File: src/rtl/imem_line_fetcher_pkg.sv
// imem_line_fetcher_pkg: line geometry and fetch FSM state encoding shared by the line fetcher.
// Revision: 1.0
`default_nettype none

package imem_line_fetcher_pkg;

    localparam int LINE_WORDS = 4;
    localparam int LINE_BITS  = 128;
    localparam int TAG_BITS   = 28;

    typedef enum logic [2:0] {
        ST_IDLE  = 3'd0,
        ST_ISSUE = 3'd1,
        ST_WAIT  = 3'd2,
        ST_RESP  = 3'd3,
        ST_GAP   = 3'd4
    } state_t;

endpackage

`default_nettype wire

File: src/rtl/imem_line_buf.sv
// imem_line_buf: single-entry line buffer (tag, data, valid); flush beats a same-cycle write.
// Revision: 1.0
`default_nettype none

module imem_line_buf
    import imem_line_fetcher_pkg::*;
(
    input  logic                 clk,
    input  logic                 rst,
    input  logic                 wr_en,
    input  logic                 flush,
    input  logic [TAG_BITS-1:0]  wr_tag,
    input  logic [LINE_BITS-1:0] wr_data,
    output logic                 valid,
    output logic [TAG_BITS-1:0]  tag,
    output logic [LINE_BITS-1:0] data
);

    always_ff @(posedge clk or posedge rst) begin
        if (rst) begin
            valid <= 1'b0;
            tag   <= '0;
            data  <= '0;
        end else begin
            if (flush) begin
                valid <= 1'b0;
            end else if (wr_en) begin
                valid <= 1'b1;
            end
            if (wr_en) begin
                tag  <= wr_tag;
                data <= wr_data;
            end
        end
    end

endmodule

`default_nettype wire

File: src/rtl/imem_line_fetcher.sv
// imem_line_fetcher: fetches a 4-word instruction line over a pipelined word bus, with timeout abort.
// Optional one-line buffer enabled by defining IMEM_LINE_BUF_EN. Revision: 1.0
`default_nettype none

module imem_line_fetcher
    import imem_line_fetcher_pkg::*;
#(
    parameter int TIMEOUT_CYCLES = 1023
) (
    input  logic                 clk_i,
    input  logic                 rst_i,
    input  logic [31:0]          req_addr_i,
    input  logic                 req_cs_i,
    input  logic                 req_we_i,
    input  logic                 flush_i,
    output logic [LINE_BITS-1:0] rsp_rdata_o,
    output logic                 rsp_rvalid_o,
    output logic                 rsp_err_o,
    output logic                 busy_o,
    output logic                 bus_req_o,
    output logic [31:0]          bus_addr_o,
    input  logic                 bus_gnt_i,
    input  logic                 bus_rvalid_i,
    input  logic [31:0]          bus_rdata_i,
    input  logic                 bus_err_i
);

    localparam int TW = $clog2(TIMEOUT_CYCLES + 1);

    state_t                 state;
    state_t                 state_nxt;
    logic [31:0]            base;
    logic [2:0]             issue_cnt;
    logic [2:0]             recv_cnt;
    logic [TW-1:0]          tmo_cnt;
    logic                   err;
    logic [LINE_BITS-1:0]   line;

    logic                   in_fetch;
    logic                   gnt_ok;
    logic                   rsp_ok;
    logic                   issue_last;
    logic                   recv_last;
    logic                   tmo_hit;
    logic                   hit;
    logic [LINE_BITS-1:0]   buf_data;
    logic                   unused_bits;

    assign in_fetch   = (state == ST_ISSUE) || (state == ST_WAIT);
    assign gnt_ok     = (state == ST_ISSUE) && bus_gnt_i;
    assign rsp_ok     = in_fetch && bus_rvalid_i;
    assign issue_last = gnt_ok && (issue_cnt == 3'd3);
    assign recv_last  = rsp_ok && (recv_cnt == 3'd3);
    assign tmo_hit    = in_fetch && !gnt_ok && !rsp_ok && (tmo_cnt == TW'(TIMEOUT_CYCLES - 1));

`ifdef IMEM_LINE_BUF_EN
    logic                buf_valid;
    logic [TAG_BITS-1:0] buf_tag;

    imem_line_buf u_line_buf (
        .clk     (clk_i),
        .rst     (rst_i),
        .wr_en   ((state == ST_RESP) && !err),
        .flush   (flush_i),
        .wr_tag  (base[31:4]),
        .wr_data (line),
        .valid   (buf_valid),
        .tag     (buf_tag),
        .data    (buf_data)
    );

    assign hit         = buf_valid && (buf_tag == req_addr_i[31:4]);
    assign unused_bits = ^req_addr_i[3:0];
`else
    assign hit         = 1'b0;
    assign buf_data    = '0;
    assign unused_bits = ^{req_addr_i[3:0], flush_i};
`endif

    always_comb begin
        state_nxt = state;
        case (state)
            ST_IDLE: begin
                if (req_cs_i) begin
                    state_nxt = (req_we_i || hit) ? ST_RESP : ST_ISSUE;
                end
            end
            ST_ISSUE: begin
                if (recv_last || tmo_hit) begin
                    state_nxt = ST_RESP;
                end else if (issue_last) begin
                    state_nxt = ST_WAIT;
                end
            end
            ST_WAIT: begin
                if (recv_last || tmo_hit) begin
                    state_nxt = ST_RESP;
                end
            end
            ST_RESP: state_nxt = ST_GAP;
            ST_GAP:  state_nxt = ST_IDLE;
            default: state_nxt = ST_IDLE;
        endcase
    end

    always_ff @(posedge clk_i or posedge rst_i) begin
        if (rst_i) begin
            state <= ST_IDLE;
        end else begin
            state <= state_nxt;
        end
    end

    always_ff @(posedge clk_i or posedge rst_i) begin
        if (rst_i) begin
            base      <= '0;
            issue_cnt <= '0;
            recv_cnt  <= '0;
            tmo_cnt   <= '0;
            err       <= 1'b0;
            line      <= '0;
        end else if (state == ST_IDLE) begin
            if (req_cs_i) begin
                line <= '0;
                err  <= req_we_i;
                if (!req_we_i) begin
                    // Base is latched on hits too, so a buffer rewrite in RESP keeps a consistent tag.
                    base      <= {req_addr_i[31:4], 4'h0};
                    issue_cnt <= '0;
                    recv_cnt  <= '0;
                    tmo_cnt   <= '0;
                    if (hit) begin
                        line <= buf_data;
                    end
                end
            end
        end else if (in_fetch) begin
            if (gnt_ok) begin
                issue_cnt <= issue_cnt + 3'd1;
            end
            if (rsp_ok) begin
                line[{recv_cnt[1:0], 5'd0} +: 32] <= bus_err_i ? 32'h0 : bus_rdata_i;
                recv_cnt <= recv_cnt + 3'd1;
                if (bus_err_i) begin
                    err <= 1'b1;
                end
            end
            tmo_cnt <= (gnt_ok || rsp_ok) ? '0 : tmo_cnt + TW'(1);
            if (tmo_hit) begin
                line <= '0;
                err  <= 1'b1;
            end
        end
    end

    assign rsp_rdata_o  = line;
    assign rsp_rvalid_o = (state == ST_RESP);
    assign rsp_err_o    = (state == ST_RESP) && err;
    assign busy_o       = (state != ST_IDLE);
    assign bus_req_o    = (state == ST_ISSUE);
    assign bus_addr_o   = base + {27'd0, issue_cnt[1:0], 3'd0} - {28'd0, issue_cnt[1:0], 2'd0};

endmodule

`default_nettype wire

File: config.mk
export PLATFORM = sky130hd
export DESIGN_NAME = imem_line_fetcher
export DESIGN_NICKNAME = d
export VERILOG_FILES = /design/src/rtl/imem_line_fetcher_pkg.sv /design/src/rtl/imem_line_buf.sv /design/src/rtl/imem_line_fetcher.sv
export SDC_FILE = /design/constraint.sdc
export NUM_CORES = 1
export LEC_CHECK = 0
export CAP_MARGIN = 30
export CORE_MARGIN = 3
export CORE_UTILIZATION = 50
export DETAILED_ROUTE_END_ITERATION = 7
export PLACE_DENSITY_LB_ADDON = 0.08
export SYNTH_ARGS = -nofsm -noshare
export SYNTH_HDL_FRONTEND = slang
export SYNTH_HIERARCHICAL = 1
export SYNTH_SLANG_ARGS = --single-unit
File: constraint.sdc
create_clock -name clk_i -period 6.7 [get_ports clk_i]
set_input_delay 1.34 -clock clk_i [delete_from_list [all_inputs] [get_ports clk_i]]
set_output_delay 1.34 -clock clk_i [all_outputs]
set_load 0.05 [all_outputs]
==> results.ini, run 1 <==
[route]
avgViaCountPerCell = 5.609
routed_wl_um = 24690
vias = 7612
wl_per_cell_um = 18.19
drc = 0
drt-pass1-iter-count = 6
ant_nets = 0
first_iter_violations = 471

[min_path]
worstHoldStart = rsp_rdata_o[82]
min_path_type = reg2reg

[worst_setup_path]
crit_fanout = 5
crit_arrival_ns = 4.18
slowest_stage = clkdlybuf4s50_1
cp_cell_sequence = inv_1 -> ha_1 -> inv_1 -> ha_1 -> or3b_2 -> a22oi_1 -> a21boi_0 -> a21oi_1 -> nor4_1 -> a311oi_1 -> clkdlybuf4s50_1
critPathMaxStageDelay_ns = 0.86
critPathKind = reg2out
cp.required_ns = 5.36
worstSetupEndpointType = output port
cp-start-kind = register
crit_path_start = issue_cnt[1]
rr_startpoint = state[0]

[final_layout]
fill_cells = 1388
syn_to_final_growth_pct = 33.76
diodes = 0
drive_above_1_share_pct = 10.25
final_nets = 1233

[yosys]
synth_cell_type_count = 57
ys_seq_area_share_pct = 48.39
synth_warnings = 6
synth_ff_type = dfrtp_1
synth_area_mm2 = 0.009101
synth_edf_count = 0
async_flop_share_pct = 100.0
synth_seq_cells = 176
synthCells = 920
syn_area_per_cell_um2 = 9.893

[floorplan]
die-area_mm2 = 0.01986
rows = 48
die_x_um = 140.9
num_io_pins = 236
initial_core_util_pct = 51.90
die_y_um = 140.9
fp.coreArea_mm2 = 0.01754

[grt]
grt_pass1_vias = 7457
grt_pass1_wl_um = 39260
grt_usage_pct = 24.67
grt_antenna_before_repair = 0
grt_max_degree = 148
overflow = 0

[clocking]
clockBufferDepth = 2
clk_pin_slew_ns = 0.07
root_buffer = clkbuf_16
clock-sinks = 176
hold_buffers = 0
cts_buffers = 17
cts_tree = done
insertion_delay_ns = 0.43
post_cts_buffers = 0
htree_levels = 4
cts_resized = 0

[timing]
rsz0062_at_grt = false
fin_crit_ns = 5.523
setup_ws_ns = 1.177
fmax_ghz = 0.1810
setup_violations = 0
hold_slack_ns = 0.4735
setup_tns_ns = 0
finalHoldViolCount = 0
maxSlewViolCount = 0
relSlewSlack_pct = 31.92
min_period_over_period_pct = 82.44
tightest_slew_ns = 1.021
skew_ns = 0.01284

[placed_design]
dpl_worst_slack_ns = 1.640
dp_hpwl_um = 17470
portBuffers = 228
place.gp.congestion = 0.8972

[job]
max-cap-violations = 0

[status]
outcome = completed

## final timing paths
kind	cells past startpoint	end	slack (ns)
min in group asynchronous	2	base[5]	1.25
hold reg to reg	2	rsp_rdata_o[82]	0.47
setup reg to reg	7	rsp_rdata_o[126]	3.32
hold / removal	2	rsp_rdata_o[82]	0.47
max in group asynchronous	3	rsp_rdata_o[34]	4.33
setup / recovery	11	bus_addr_o[27]	1.18
## cells by family after synthesis
group           synth area share (%)
fa+ha+maj                      5.636
mux                            3.698
buf+inv                        5.004
flops                          48.39
other cells                  0.04120
xor+xnor                       2.887
simple gates                   12.68
compound gates                 21.67
## metrics by stage
step | instances | utilization [%] | area [um2]
3_3_place_gp | 1322 | 65.50 | 11490
6_report | 1357 | 69.42 | 12170
2_1_floorplan | 921 | - | 9105
5_1_grt | 1357 | 69.42 | 12170
3_5_place_dp | 1326 | 66.00 | 11570
4_1_cts | 1357 | 69.42 | 12170
## flip-flops by register name, summed over array words and instances, names as in the netlist
signal,flops
base,28
err,1
issue_cnt,3
recv_cnt,3
rsp_rdata_o,128
state,3
tmo_cnt,10
## cells in the final DEF (no fill, tap or decap), types with 4 or more instances in the layout
| master | instances |
|---|---|
| a211oi_1 | 9 |
| a21o_1 | 6 |
| a21oi_1 | 44 |
| a22o_1 | 5 |
| a32o_1 | 33 |
| and2_1 | 5 |
| and3_1 | 6 |
| buf_12 | 4 |
| buf_4 | 6 |
| clkbuf_16 | 17 |
| clkdlybuf4s50_1 | 228 |
| dfrtp_1 | 176 |
| ha_1 | 41 |
| inv_1 | 50 |
| inv_6 | 7 |
| mux2_2 | 29 |
| nand2_1 | 168 |
| nand3_1 | 13 |
| nand4_1 | 8 |
| nor2_1 | 27 |
| nor2b_1 | 7 |
| nor3_1 | 7 |
| nor3b_1 | 4 |
| o211ai_1 | 5 |
| o21a_1 | 4 |
| o21ai_0 | 33 |
| o21ai_2 | 30 |
| o21bai_1 | 4 |
| o31ai_1 | 69 |
| or3_1 | 7 |
| xnor2_1 | 17 |
| xor2_1 | 13 |
## final cells by class
class,instances,area [um2],share of cell area (%)
multi-input combinational,634,4253,34.93
clock buffer,18,439.2,3.607
sequential,176,4404,36.18
tap,225,281.5,2.312
clock inverter,13,161.4,1.326
timing repair buffer,239,2435,20.00
inverter,52,200.2,1.644
## Yosys cell counts, types with 9 or more instances
library cell | number | area (um2)
a211oi_1 | 9 | 67.56
a21oi_1 | 44 | 220.2
a32o_1 | 33 | 330.3
clkbuf_1 | 46 | 172.7
dfrtp_1 | 176 | 4404
ha_1 | 41 | 513.0
inv_1 | 51 | 191.4
mux2_2 | 29 | 326.6
nand2_1 | 168 | 630.6
nand3_1 | 13 | 65.06
nor2_1 | 27 | 101.4
o21ai_0 | 33 | 165.2
o21ai_2 | 30 | 262.8
o31ai_1 | 69 | 518.0
xnor2_1 | 17 | 148.9
xor2_1 | 13 | 113.9
## critical path: cells and delay by family (launching register included)
family | cells | cell delay (ns)
AO/OA/AOI/OAI | 4 | 1.21
buffers and inverters | 3 | 1.01
adder cells (fa/ha/maj) | 2 | 0.60
AND/OR/NAND/NOR | 2 | 0.54
flip-flops | 1 | 0.38
## layer usage
layer  GRT usage, %  vias to the layer above  share of wire, %
met4          5.813                        0               1.3
met5              0                        -                 0
met3          9.871                       22               9.5
met1          31.67                     3656                43
li1               -                     3685                 -
met2          39.52                      249                46
Power of run 1 is not shown: default switching activity piles up to over one toggle a cycle in this logic, so the estimate is an artifact.
==> run 2, diff against run 1 <==
==> constraint.sdc (replaced) <==
create_clock -name clk_i -period 5.2 [get_ports clk_i]
set_input_delay 1.04 -clock clk_i [delete_from_list [all_inputs] [get_ports clk_i]]
set_output_delay 1.04 -clock clk_i [all_outputs]
set_load 0.05 [all_outputs]
==> run 2 against run 1 <==
Effect of this change: non-clock buffer count up 1; core utilization about the same; register-to-register slack worse by 1.6 ns; critical path type unchanged; critical endpoint is now bus_addr_o[28]; largest cell class unchanged.
==> results.ini, run 2 (synthesis results as in run 1) <==
[status]
outcome = completed  ; unchanged

[clocking]
clockBufferDepth = 2  ; unchanged
cts_resized = 1  ; was 0
clk_pin_slew_ns = 0.07  ; about the same
htree_levels = 4  ; unchanged
insertion_delay_ns = 0.43  ; about the same
hold_buffers = 0  ; unchanged
clock-sinks = 176  ; unchanged
root_buffer = clkbuf_16  ; unchanged
cts_buffers = 17  ; unchanged
post_cts_buffers = 0  ; unchanged
cts_tree = done  ; unchanged

[route]
avgViaCountPerCell = 5.651  ; was 5.609
wl_per_cell_um = 18.11  ; was 18.19 um
drt-pass1-iter-count = 6  ; unchanged
drc = 0  ; unchanged
ant_nets = 0  ; unchanged
routed_wl_um = 24590  ; was 24690 um
vias = 7674  ; was 7612
first_iter_violations = 450  ; was 471

[final_layout]
seq_area_mm2 = 0.004404  ; unchanged
fill_cells = 1393  ; was 1388
largest_reg_flops = 128  ; unchanged
syn_to_final_growth_pct = 33.81  ; was 33.76%
final_common_cell = clkdlybuf4s50_1  ; unchanged
drive_above_1_share_pct = 10.33  ; was 10.25%
multi_input_area_mm2 = 0.004253  ; unchanged
final_cell_mix = clkdlybuf4s50_1, dfrtp_1, nand2_1  ; unchanged
final_nets = 1234  ; was 1233
diodes = 0  ; unchanged

[worst_setup_path]
rr_startpoint = state[0]  ; unchanged
setup.worst_path.end = bus_addr_o[28]  ; was bus_addr_o[27]
worstSetupEndpointType = output port  ; unchanged
r2r_cells = 7  ; unchanged
crit_arrival_ns = 3.92  ; was 4.18 ns
critPathKind = reg2out  ; unchanged
r2r_slack_ns = 1.72  ; was 3.32 ns
r2r_end = rsp_rdata_o[125]  ; was rsp_rdata_o[126]
crit_fanout = 5  ; unchanged
crit_path_start = issue_cnt[1]  ; unchanged
cp.required_ns = 4.16  ; was 5.36 ns
cp-start-kind = register  ; unchanged

[placed_design]
dpl_worst_slack_ns = 0.4255  ; was 1.640 ns
portBuffers = 228  ; unchanged
place.gp.congestion = 0.8544  ; was 0.8972
dp_hpwl_um = 17280  ; was 17470 um

[floorplan]
die-area_mm2 = 0.01986  ; unchanged
die_x_um = 140.9  ; unchanged
num_io_pins = 236  ; unchanged
initial_core_util_pct = 51.90  ; unchanged
die_y_um = 140.9  ; unchanged
rows = 48  ; unchanged
fp.coreArea_mm2 = 0.01754  ; unchanged

[timing]
skew_ns = 0.01456  ; was 0.01284 ns
fin_crit_ns = 4.959
min_period_over_period_pct = 95.37
setup_tns_ns = 0  ; unchanged
rsz0062_at_grt = false  ; unchanged
relSlewSlack_pct = 33.85  ; was 31.92%
maxSlewViolCount = 0  ; unchanged
finalHoldViolCount = 0  ; unchanged
fmax_ghz = 0.2017
tightest_slew_ns = 0.9923  ; was 1.021 ns
setup_ws_ns = 0.2410  ; was 1.177 ns
setup_violations = 0  ; unchanged

[grt]
overflow = 0  ; unchanged
grt_usage_pct = 25.02  ; was 24.67%
grt_max_degree = 177  ; was 148
grt_pass1_wl_um = 40280  ; was 39260 um
grt_antenna_before_repair = 0  ; unchanged
grt_pass1_vias = 7506  ; was 7457

[min_path]
min_path_type = reg2reg  ; unchanged
worstHoldStart = rsp_rdata_o[24]  ; was rsp_rdata_o[82]

[job]
max-cap-violations = 0  ; unchanged

==> run 2: cell count changes in the layout (fill, tap and decap cells not counted), moves of 2 or more <==
| cell | delta |
|---|---|
| clkdlybuf4s50_1 | -4 |
| clkinv_4 | +2 |
| dlymetal6s2s_1 | +3 |
| inv_6 | -6 |
| inv_8 | +4 |
==> run 2: how the worst min path moves through the flow <==
stage,depth (start not counted),endpoint,slack (ns)
2_1_floorplan,1,err,0.46
3_5_place_dp,2,rsp_rdata_o[75],0.46
4_1_cts,2,rsp_rdata_o[5],0.48
3_3_place_gp,2,rsp_rdata_o[14],0.46
6_report,2,rsp_rdata_o[24],0.48
5_1_grt,2,rsp_rdata_o[104],0.49
==> run 2: metrics by stage <==
stage	instance area, um2	utilization, %	cells	hold WS (ns)
2_1_floorplan	9109	-	921	0.4557
3_3_place_gp	11510	65.65	1324	0.4585
3_5_place_dp	11580	66.03	1327	0.4647
4_1_cts	12170	69.40	1358	0.4809
5_1_grt	12180	69.44	1358	0.4920
6_report	12180	69.44	1358	0.4769
==> run 2: per-layer routing <==
metal / wire length (um) / vias to the layer above / global-route usage [%]
met2: 11380 / 240 / 39.57
met3: 2329 / 23 / 9.871
met5: 0 / - / 0
met4: 414 / 0 / 5.048
met1: 10470 / 3718 / 33.02
li1: - / 3693 / -
==> run 2: critical path, stage by stage, from the launching register on <==
cell and delay (ns):
dfrtp_1 0.37, inv_1 0.11, ha_1 0.28, inv_1 0.04
ha_1 0.31, a21oi_1 0.10, o21ai_0 0.25, a211oi_1 0.20
o31a_1 0.38, o41ai_1 0.46, xor2_1 0.17, clkdlybuf4s50_1 0.83
==> run 2: area by class of cell <==
class / count / area share, %
flip-flops and latches: 176 / 36.17
inverters: 52 / 1.634
repair buffers: 240 / 20.11
clock buffers: 17 / 3.493
well taps: 225 / 2.312
clock inverters: 14 / 1.366
multi-input cells: 634 / 34.92
Power of run 2 is left out for the same reason.
